<file path="src/rtl/p0_serial_tx.sv">
// Traces every change of the P0 word onto a UART line as two 8N1 frames, low byte first, via a small FIFO.
// Latency: change seen at edge k, START at edge k+1 when idle; no backpressure, a push into a full FIFO without pop is dropped and flagged.
module p0_serial_tx #(
    parameter int DATA_W       = 16,
    parameter int FIFO_DEPTH   = 4,
    parameter int CLKS_PER_BIT = 16
) (
    input  logic                          clk,
    input  logic                          rst,
    input  logic [DATA_W-1:0]             p0_data,
    input  logic                          cap_en,
    input  logic                          ovf_clr,
    output logic                          tx,
    output logic                          busy,
    output logic [$clog2(FIFO_DEPTH):0]   fifo_count,
    output logic                          overflow
);
    localparam int PW = $clog2(FIFO_DEPTH);
    localparam int CW = PW + 1;
    localparam int TW = $clog2(CLKS_PER_BIT);

    localparam logic [1:0] S_IDLE  = 2'd0;
    localparam logic [1:0] S_START = 2'd1;
    localparam logic [1:0] S_DATA  = 2'd2;
    localparam logic [1:0] S_STOP  = 2'd3;

    localparam logic [TW-1:0] T_LAST   = TW'(CLKS_PER_BIT - 1);
    localparam logic [CW-1:0] FULL_CNT = CW'(FIFO_DEPTH);

    logic [DATA_W-1:0] last_seen_q, last_seen_d;
    logic [DATA_W-1:0] mem_q [FIFO_DEPTH];
    logic [DATA_W-1:0] mem_d [FIFO_DEPTH];
    logic [PW-1:0]     wr_ptr_q, wr_ptr_d, rd_ptr_q, rd_ptr_d;
    logic [CW-1:0]     count_q, count_d;
    logic              ovf_q, ovf_d;

    logic [1:0]        state_q, state_d;
    logic [TW-1:0]     timer_q, timer_d;
    logic [2:0]        bit_idx_q, bit_idx_d;
    logic              byte_sel_q, byte_sel_d;
    logic [DATA_W-1:0] word_q, word_d;
    logic              tx_q, tx_d, busy_q, busy_d;

    logic push, pop, full, push_ok, timer_last;

    assign full       = (count_q == FULL_CNT);
    assign push       = cap_en && (p0_data != last_seen_q);
    assign timer_last = (timer_q == T_LAST);

    always_comb begin
        state_d    = state_q;
        timer_d    = timer_last ? '0 : timer_q + TW'(1);
        bit_idx_d  = bit_idx_q;
        byte_sel_d = byte_sel_q;
        word_d     = word_q;
        pop        = 1'b0;
        case (state_q)
            S_IDLE: begin
                timer_d = '0;
                if (count_q != '0) begin
                    pop        = 1'b1;
                    word_d     = mem_q[rd_ptr_q];
                    byte_sel_d = 1'b0;
                    state_d    = S_START;
                end
            end
            S_START: begin
                if (timer_last) begin
                    bit_idx_d = 3'd0;
                    state_d   = S_DATA;
                end
            end
            S_DATA: begin
                if (timer_last) begin
                    if (bit_idx_q == 3'd7) state_d = S_STOP;
                    else                   bit_idx_d = bit_idx_q + 3'd1;
                end
            end
            default: begin
                // Low-byte stop runs straight into the high-byte start bit.
                if (timer_last) begin
                    if (!byte_sel_q) begin
                        byte_sel_d = 1'b1;
                        state_d    = S_START;
                    end else begin
                        state_d    = S_IDLE;
                    end
                end
            end
        endcase

        case (state_d)
            S_START: tx_d = 1'b0;
            S_DATA:  tx_d = word_d[{byte_sel_d, bit_idx_d}];
            default: tx_d = 1'b1;
        endcase
        busy_d = (state_d != S_IDLE);
    end

    always_comb begin
        last_seen_d = p0_data;
        push_ok     = push && (!full || pop);
        mem_d       = mem_q;
        wr_ptr_d    = wr_ptr_q;
        rd_ptr_d    = pop ? rd_ptr_q + PW'(1) : rd_ptr_q;
        if (push_ok) begin
            mem_d[wr_ptr_q] = p0_data;
            wr_ptr_d        = wr_ptr_q + PW'(1);
        end
        case ({push_ok, pop})
            2'b10:   count_d = count_q + CW'(1);
            2'b01:   count_d = count_q - CW'(1);
            default: count_d = count_q;
        endcase
        if (push && full && !pop) ovf_d = 1'b1;
        else if (ovf_clr)         ovf_d = 1'b0;
        else                      ovf_d = ovf_q;
    end

    always_ff @(posedge clk or negedge rst) begin
        if (!rst) begin
            last_seen_q <= '0;
            for (int i = 0; i < FIFO_DEPTH; i++) mem_q[i] <= '0;
            wr_ptr_q    <= '0;
            rd_ptr_q    <= '0;
            count_q     <= '0;
            ovf_q       <= 1'b0;
            state_q     <= S_IDLE;
            timer_q     <= '0;
            bit_idx_q   <= 3'd0;
            byte_sel_q  <= 1'b0;
            word_q      <= '0;
            tx_q        <= 1'b1;
            busy_q      <= 1'b0;
        end else begin
            last_seen_q <= last_seen_d;
            mem_q       <= mem_d;
            wr_ptr_q    <= wr_ptr_d;
            rd_ptr_q    <= rd_ptr_d;
            count_q     <= count_d;
            ovf_q       <= ovf_d;
            state_q     <= state_d;
            timer_q     <= timer_d;
            bit_idx_q   <= bit_idx_d;
            byte_sel_q  <= byte_sel_d;
            word_q      <= word_d;
            tx_q        <= tx_d;
            busy_q      <= busy_d;
        end
    end

    assign tx         = tx_q;
    assign busy       = busy_q;
    assign fifo_count = count_q;
    assign overflow   = ovf_q;
endmodule

</file>
<file path="config.mk">
export PLATFORM = sky130hd
export DESIGN_NAME = p0_serial_tx
export DESIGN_NICKNAME = d
export VERILOG_FILES = /design/src/rtl/p0_serial_tx.sv
export SDC_FILE = /design/constraint.sdc
export NUM_CORES = 1
export LEC_CHECK = 0
export CELL_PAD_IN_SITES_DETAIL_PLACEMENT = 1
export CELL_PAD_IN_SITES_GLOBAL_PLACEMENT = 1
export CORE_ASPECT_RATIO = 1.5
export CORE_MARGIN = 4
export CORE_UTILIZATION = 32
export DETAILED_ROUTE_END_ITERATION = 16
export PLACE_DENSITY_LB_ADDON = 0.15
export SYNTH_ARGS = -nofsm -noshare
export SYNTH_HDL_FRONTEND = slang
export SYNTH_SLANG_ARGS = --single-unit
</file>
<file path="constraint.sdc">
create_clock -name clk -period 7 [get_ports clk]
set_input_delay 0.7 -clock clk [delete_from_list [all_inputs] [get_ports clk]]
set_output_delay 0.7 -clock clk [all_outputs]
set_load 0.02 [all_outputs]
</file>
==> flow_summary.toml, run 1 <==
[status]
outcome = "finished, final reports clean"

[critical_path]
worstRegToRegCells = 11
start_kind = "input pin"
worst_ep_required_time_ns = 7.33
cpMostUsedCell = "xor2_1"
worstPathArrival_ns = 3.98
cpMaxStageDelayCell = "o41ai_1"
r2r_end = "fifo_count[2]"
crit_type = "in2reg"
r2r_start = "last_seen_q[3]"
r2r_slack_ns = 3.80
path_cells = "clkdlybuf4s50_1 > xnor2_1 > nand4_1 > o41ai_1 > nor2b_1 > inv_2 > ha_1 > inv_1 > fa_1 > xor2_1 > nor2_1 > xor2_1"
end_kind = "flip-flop"
critPathMaxFanout = 8
max_stage_delay_ns = 0.70

[clock_tree]
cts-hold-fix-buffers = 0
cts_root_buf = "clkbuf_16"
clk_pin_slew_ns = 0.06
cts.sinks = 116
cts_made_buffers = 17
cts-htree-levels = 4
clk_latency_ns = 0.40
clk_path_buf_depth = 2
cts_setup_buffers = 0
cts_resized = 0
cts_tree = "done"

[synthesis]
avgSynthCellArea_um2 = 15.0
synth.distinct_cells = 46
synth_top_family_by_area = "multiplexers"
yosys_warnings = 0
synth_commonest_cells = "dfrtp_1, mux2_1, xnor2_1"
yosys.area_share.simple_pct = 4.75
synth_top_area_share_pct = 54.3
ys_seq_area_share_pct = 54.8
async_reset_ff_share_pct = 100
synth_area_leaders = "dfrtp_1, mux2_1, mux4_2"
synth_ff_type = "dfrtp_1"
synth_area_um2 = 5300
ys_ff_latch = 116
synthMuxAreaShare_pct = 26.9
synth_nets = 386
synth-edff-count = 0
synth_xor_area_share_pct = 3.80
synth_fa_ha_area_share_pct = 3.21
syn_inst = 353
synth_compound_area_share_pct = 3.09
synth_most_common_cell = "dfrtp_1"
yosysTopAreaCell = "dfrtp_1"

[floorplan]
dieArea_um2 = 18700
initial_core_util_pct = 32.6
core-area_um2 = 16300
rows = 57
num_io_pins = 26
die_w_um = 113
chipHeight_um = 166

[route]
drt_pass1_iterations = 4
via_count = 2964
ant_nets = 0
routed_wirelength_um = 11700
wire_per_inst_um = 19.3
drc = 0
drt-initial-drc-count = 116
viasPerCell = 4.89

[timing]
fin_tns_setup_ns = 0
slew_viol_final = 0
finalHoldViolations = 0
fmax_ghz = 0.274
tightest_slew_ns = 1.06
finalSetupViolCount = 0
period_needed_ns = 3.65
fin_skew_ns = 0.00930
fin_crit_sh_pct = 52.1
rsz0062_at_grt = "false"
maxSlewHeadroom_pct = 29.1

[grt]
grt_use_total_pct = 13.8
grt_antenna_before_repair = 0
grt_max_degree = 61
grt_pass1_vias = 3444
grt_overflow = 0
grt_pass1_wl_um = 19400

[layout]
layout.cells.non_filler = 606
antenna_cells = 0
fin_nets = 420
drive_gt1_share_pct = 18.8
area_growth_pct = 18.5

[placed_design]
place_inst = 574
port_buffers = 25
gp_congestion = 0.668
post-dp-hpwl_um = 7750

[run]
maxCapViolations = 0

[worst_hold_path]
hold_path_class = "in2async"

[power]
ir_drop_mv = 0.132
power.density_nw_per_um2 = 373
p_leak_nw = 2.69
p_total_w = 0.00234
[worst max path at each step]
stage	endpoint	cells after the start	from	slack, ns
CTS	fifo_count[2]	12	p0_data[3]	3.28
finish	fifo_count[2]	12	p0_data[3]	3.35
global route	fifo_count[2]	12	p0_data[3]	3.11
detailed placement	fifo_count[2]	12	p0_data[3]	2.84
floorplan	fifo_count[2]	12	p0_data[11]	4.35
global placement	fifo_count[2]	12	p0_data[1]	2.96
[flip-flops by register name, summed over array words and instances (netlist names), 2 cells and up]
signal and count:
last_seen_q 16, fifo_count 3, wr_ptr_q 2, state_q 2
rd_ptr_q 2, word_q 16, timer_q 4, mem_q 64
bit_idx_q 3
[cell families (layout without fill, tap and decap cells)]
logic type,after synthesis,after routing
adders and majority gates,13,13
muxes,109,109
and+or+nand+nor,41,41
AOI/OAI and AO/OA,24,24
DFF,116,116
xor gates and xnor gates,23,23
buffers and inverters,27,74
[layer usage]
metal / share of wire, % / wire length [um] / up-vias / track usage, %
li1: - / - / 1338 / -
met1: 42 / 4930 / 1580 / 16.0
met2: 54 / 6350 / 36 / 24.8
met3: 2.3 / 264 / 10 / 3.28
met4: 1.2 / 141 / 0 / 4.59
met5: 0 / 0 / - / 0
[power breakdown]
part	internal [W]	switching, W
Clock	0.000527	0.000325
Combinational	0.000276	0.000219
Sequential	0.000884	0.000110
Total	0.00169	0.000654
[cell usage in the layout (no fill, tap or decap), types with 2 or more instances in the layout]
cell type	instances
nand4_1	5
mux2_1	64
a21oi_1	9
nand2_4	4
nor2_1	7
xor2_1	2
inv_6	3
dfrtp_1	115
mux2_4	5
nor3_1	3
nor3b_1	2
inv_2	2
mux2_2	11
clkdlybuf4s50_1	24
mux2i_1	13
nand2_1	6
nand3_1	5
ha_1	12
mux4_1	4
clkinv_2	4
buf_4	3
clkinv_4	5
clkbuf_16	17
xnor2_1	21
o21ai_0	2
o21ai_1	2
nor2b_1	2
mux4_2	12
o22ai_1	2
inv_1	13
bufinv_16	2
[cell type report]
cell class,count,area (um2)
sequential,116,2900
multi-input combinational,210,2210
clock buffer,17,425
clock inverter,15,158
tap,206,258
inverter,15,56.3
fill,1725,9980
timing repair buffer,27,263
[worst max-delay path: cells and delay by family]
kind            cells  cell delay, ns
xor+xnor            3            0.65
compound gates      1            0.70
fa+ha+maj           2            0.54
buf+inv             3            0.67
simple gates        3            0.71
[stage by stage]
stage | cell area [um2] | worst slack, ns | hold slack (ns) | utilization (%)
after global routing | 6280 | 3.11 | 0.435 | 38.6
after detailed placement | 5690 | 2.84 | 0.473 | 35.0
after CTS | 6280 | 3.28 | 0.399 | 38.6
final | 6280 | 3.35 | 0.379 | 38.6
after floorplan | 5300 | 4.35 | 0.404 | -
after global placement | 5690 | 2.96 | 0.466 | 35.0
(Power assumes the default switching activity.)
==> run 2: changes to the inputs <==
==> constraint.sdc (replaced) <==
create_clock -name clk -period 3.15 [get_ports clk]
set_input_delay 0.315 -clock clk [delete_from_list [all_inputs] [get_ports clk]]
set_output_delay 0.315 -clock clk [all_outputs]
set_load 0.02 [all_outputs]
==> flow_summary.toml, run 2 (same netlist as run 1, synthesis figures left out) <==
[status]
outcome = "finished, final reports clean"

[route]
drt-initial-drc-count = 142
viasPerCell = 4.91
ant_nets = 0
routed_wirelength_um = 11800
wire_per_inst_um = 19.2
via_count = 3022
drc = 0
drt_pass1_iterations = 4

[grt]
grt_overflow = 0
grt_use_total_pct = 14.0
grt_pass1_vias = 3518
grt_antenna_before_repair = 0
grt_max_degree = 64
grt_pass1_wl_um = 19700

[clock_tree]
cts-hold-fix-buffers = 0
cts-htree-levels = 4
cts_tree = "done"
cts_resized = 0
cts_root_buf = "clkbuf_16"
cts_setup_buffers = 0
cts_made_buffers = 17
clk_path_buf_depth = 2
cts.sinks = 116
clk_latency_ns = 0.41
clk_pin_slew_ns = 0.06

[timing]
rsz0062_at_grt = "false"
fmax_ghz = 0.358
slew_viol_final = 0
finalHoldViolations = 0
fin_skew_ns = 0.00612
period_needed_ns = 2.80
fin_crit_sh_pct = 88.8
tightest_slew_ns = 0.846
finalSetupViolCount = 0
maxSlewHeadroom_pct = 43.6
fin_tns_setup_ns = 0
final.setup.worst_slack_ns = 0.353

[critical_path]
cpMostUsedCell = "xor2_1"
worstPathArrival_ns = 3.13
worst_ep_required_time_ns = 3.49
start_kind = "input pin"
crit_buf_inv = 4
end_kind = "flip-flop"
cpMaxStageDelayCell = "clkdlybuf4s50_1"
cp_top_family = "buffers and inverters"
critPathMaxFanout = 6
path_cells = "clkdlybuf4s50_1 > xnor2_1 > nand4_1 > o41ai_1 > buf_4 > nor2b_1 > inv_2 > ha_1 > inv_1 > fa_1 > xor2_1 > nor2_1 > xor2_1"
crit_type = "in2reg"
max_stage_delay_ns = 0.51

[layout]
top_regs = "mem_q (64), last_seen_q (16), word_q (16)"
antenna_cells = 0
drive_gt1_share_pct = 20.5
mostFrequentLayoutCell = "dfrtp_1"
regMostFlops = "mem_q"
fin_nets = 429
largest_reg_flops = 64
mostFrequentLayoutCells = "dfrtp_1, mux2_1, clkdlybuf4s50_1"
area_growth_pct = 20.8
fill_cells = 1697

[floorplan]
initial_core_util_pct = 32.6
chipHeight_um = 166
num_io_pins = 26
die_w_um = 113
rows = 57
core-area_um2 = 16300
dieArea_um2 = 18700

[run]
maxCapViolations = 0

[power]
p_sw_w = 0.00140
p_int_w = 0.00392
pwr-share-comb_pct = 20.4
switching_share_pct = 26.3
ir_drop_mv = 0.337
power_frac_seq_pct = 41.5
p_leak_nw = 2.76
power.density_nw_per_um2 = 832
pwr-share-clk_pct = 38.1

[placed_design]
post-dp-hpwl_um = 7970
pre_cts_slack_ns = -0.0903
gp_congestion = 0.734
port_buffers = 25

[worst_hold_path]
hold_path_class = "in2async"
[run 2: metal layers]
metal | vias to the layer above | global-route usage [%] | wire, um | share of wire (%)
met4 | 0 | 4.92 | 204 | 1.7
li1 | 1366 | - | - | -
met1 | 1598 | 16.1 | 4890 | 41
met5 | - | 0 | 0 | 0
met2 | 41 | 25.2 | 6400 | 54
met3 | 17 | 3.65 | 308 | 2.6
[run 2: path summary, 6_finish.rpt]
path	from	to	slack, ns	cells past startpoint
setup / recovery	p0_data[10]	fifo_count[2]	0.35	13
hold / removal	rst	mem_q[58]	0.009	1
setup reg to reg	state_q[0]	fifo_count[2]	0.42	11
hold reg to reg	mem_q[37]	mem_q[37]	0.48	1
max in group asynchronous	rst	tx	2.32	2
min in group clk	mem_q[37]	mem_q[37]	0.48	1
[run 2: final cells by class]
class	count	area [um2]	share of cell area (%)
clock inverters	14	185	2.89
multi-input cells	210	2210	34.6
clock buffers	18	439	6.86
repair buffers	36	343	5.36
inverters	15	56.3	0.880
well taps	206	258	4.03
flip-flops and latches	116	2900	45.4
[run 2: through the flow]
stage	hold WS (ns)	util (%)	total power (W)	instances	area, um2
5_1_grt	0.0714	39.3	0.00563	615	6400
2_1_floorplan	0.0194	-	0.00298	353	5300
4_1_cts	0.0352	39.3	0.00543	615	6400
3_5_place_dp	0.477	35.5	0.00337	583	5770
6_report	0.00911	39.3	0.00532	615	6400
3_3_place_gp	0.465	35.5	0.00330	583	5770
[run 2: power by group through the flow]
stage	clock (W)	combinational, W	sequential (W)
final	0.00203	0.00109	0.00221
after global routing	0.00214	0.00121	0.00227
after CTS	0.00208	0.00113	0.00221
after detailed placement	0	0.00113	0.00224
after global placement	0	0.00108	0.00221
after floorplan	0	0.000803	0.00218
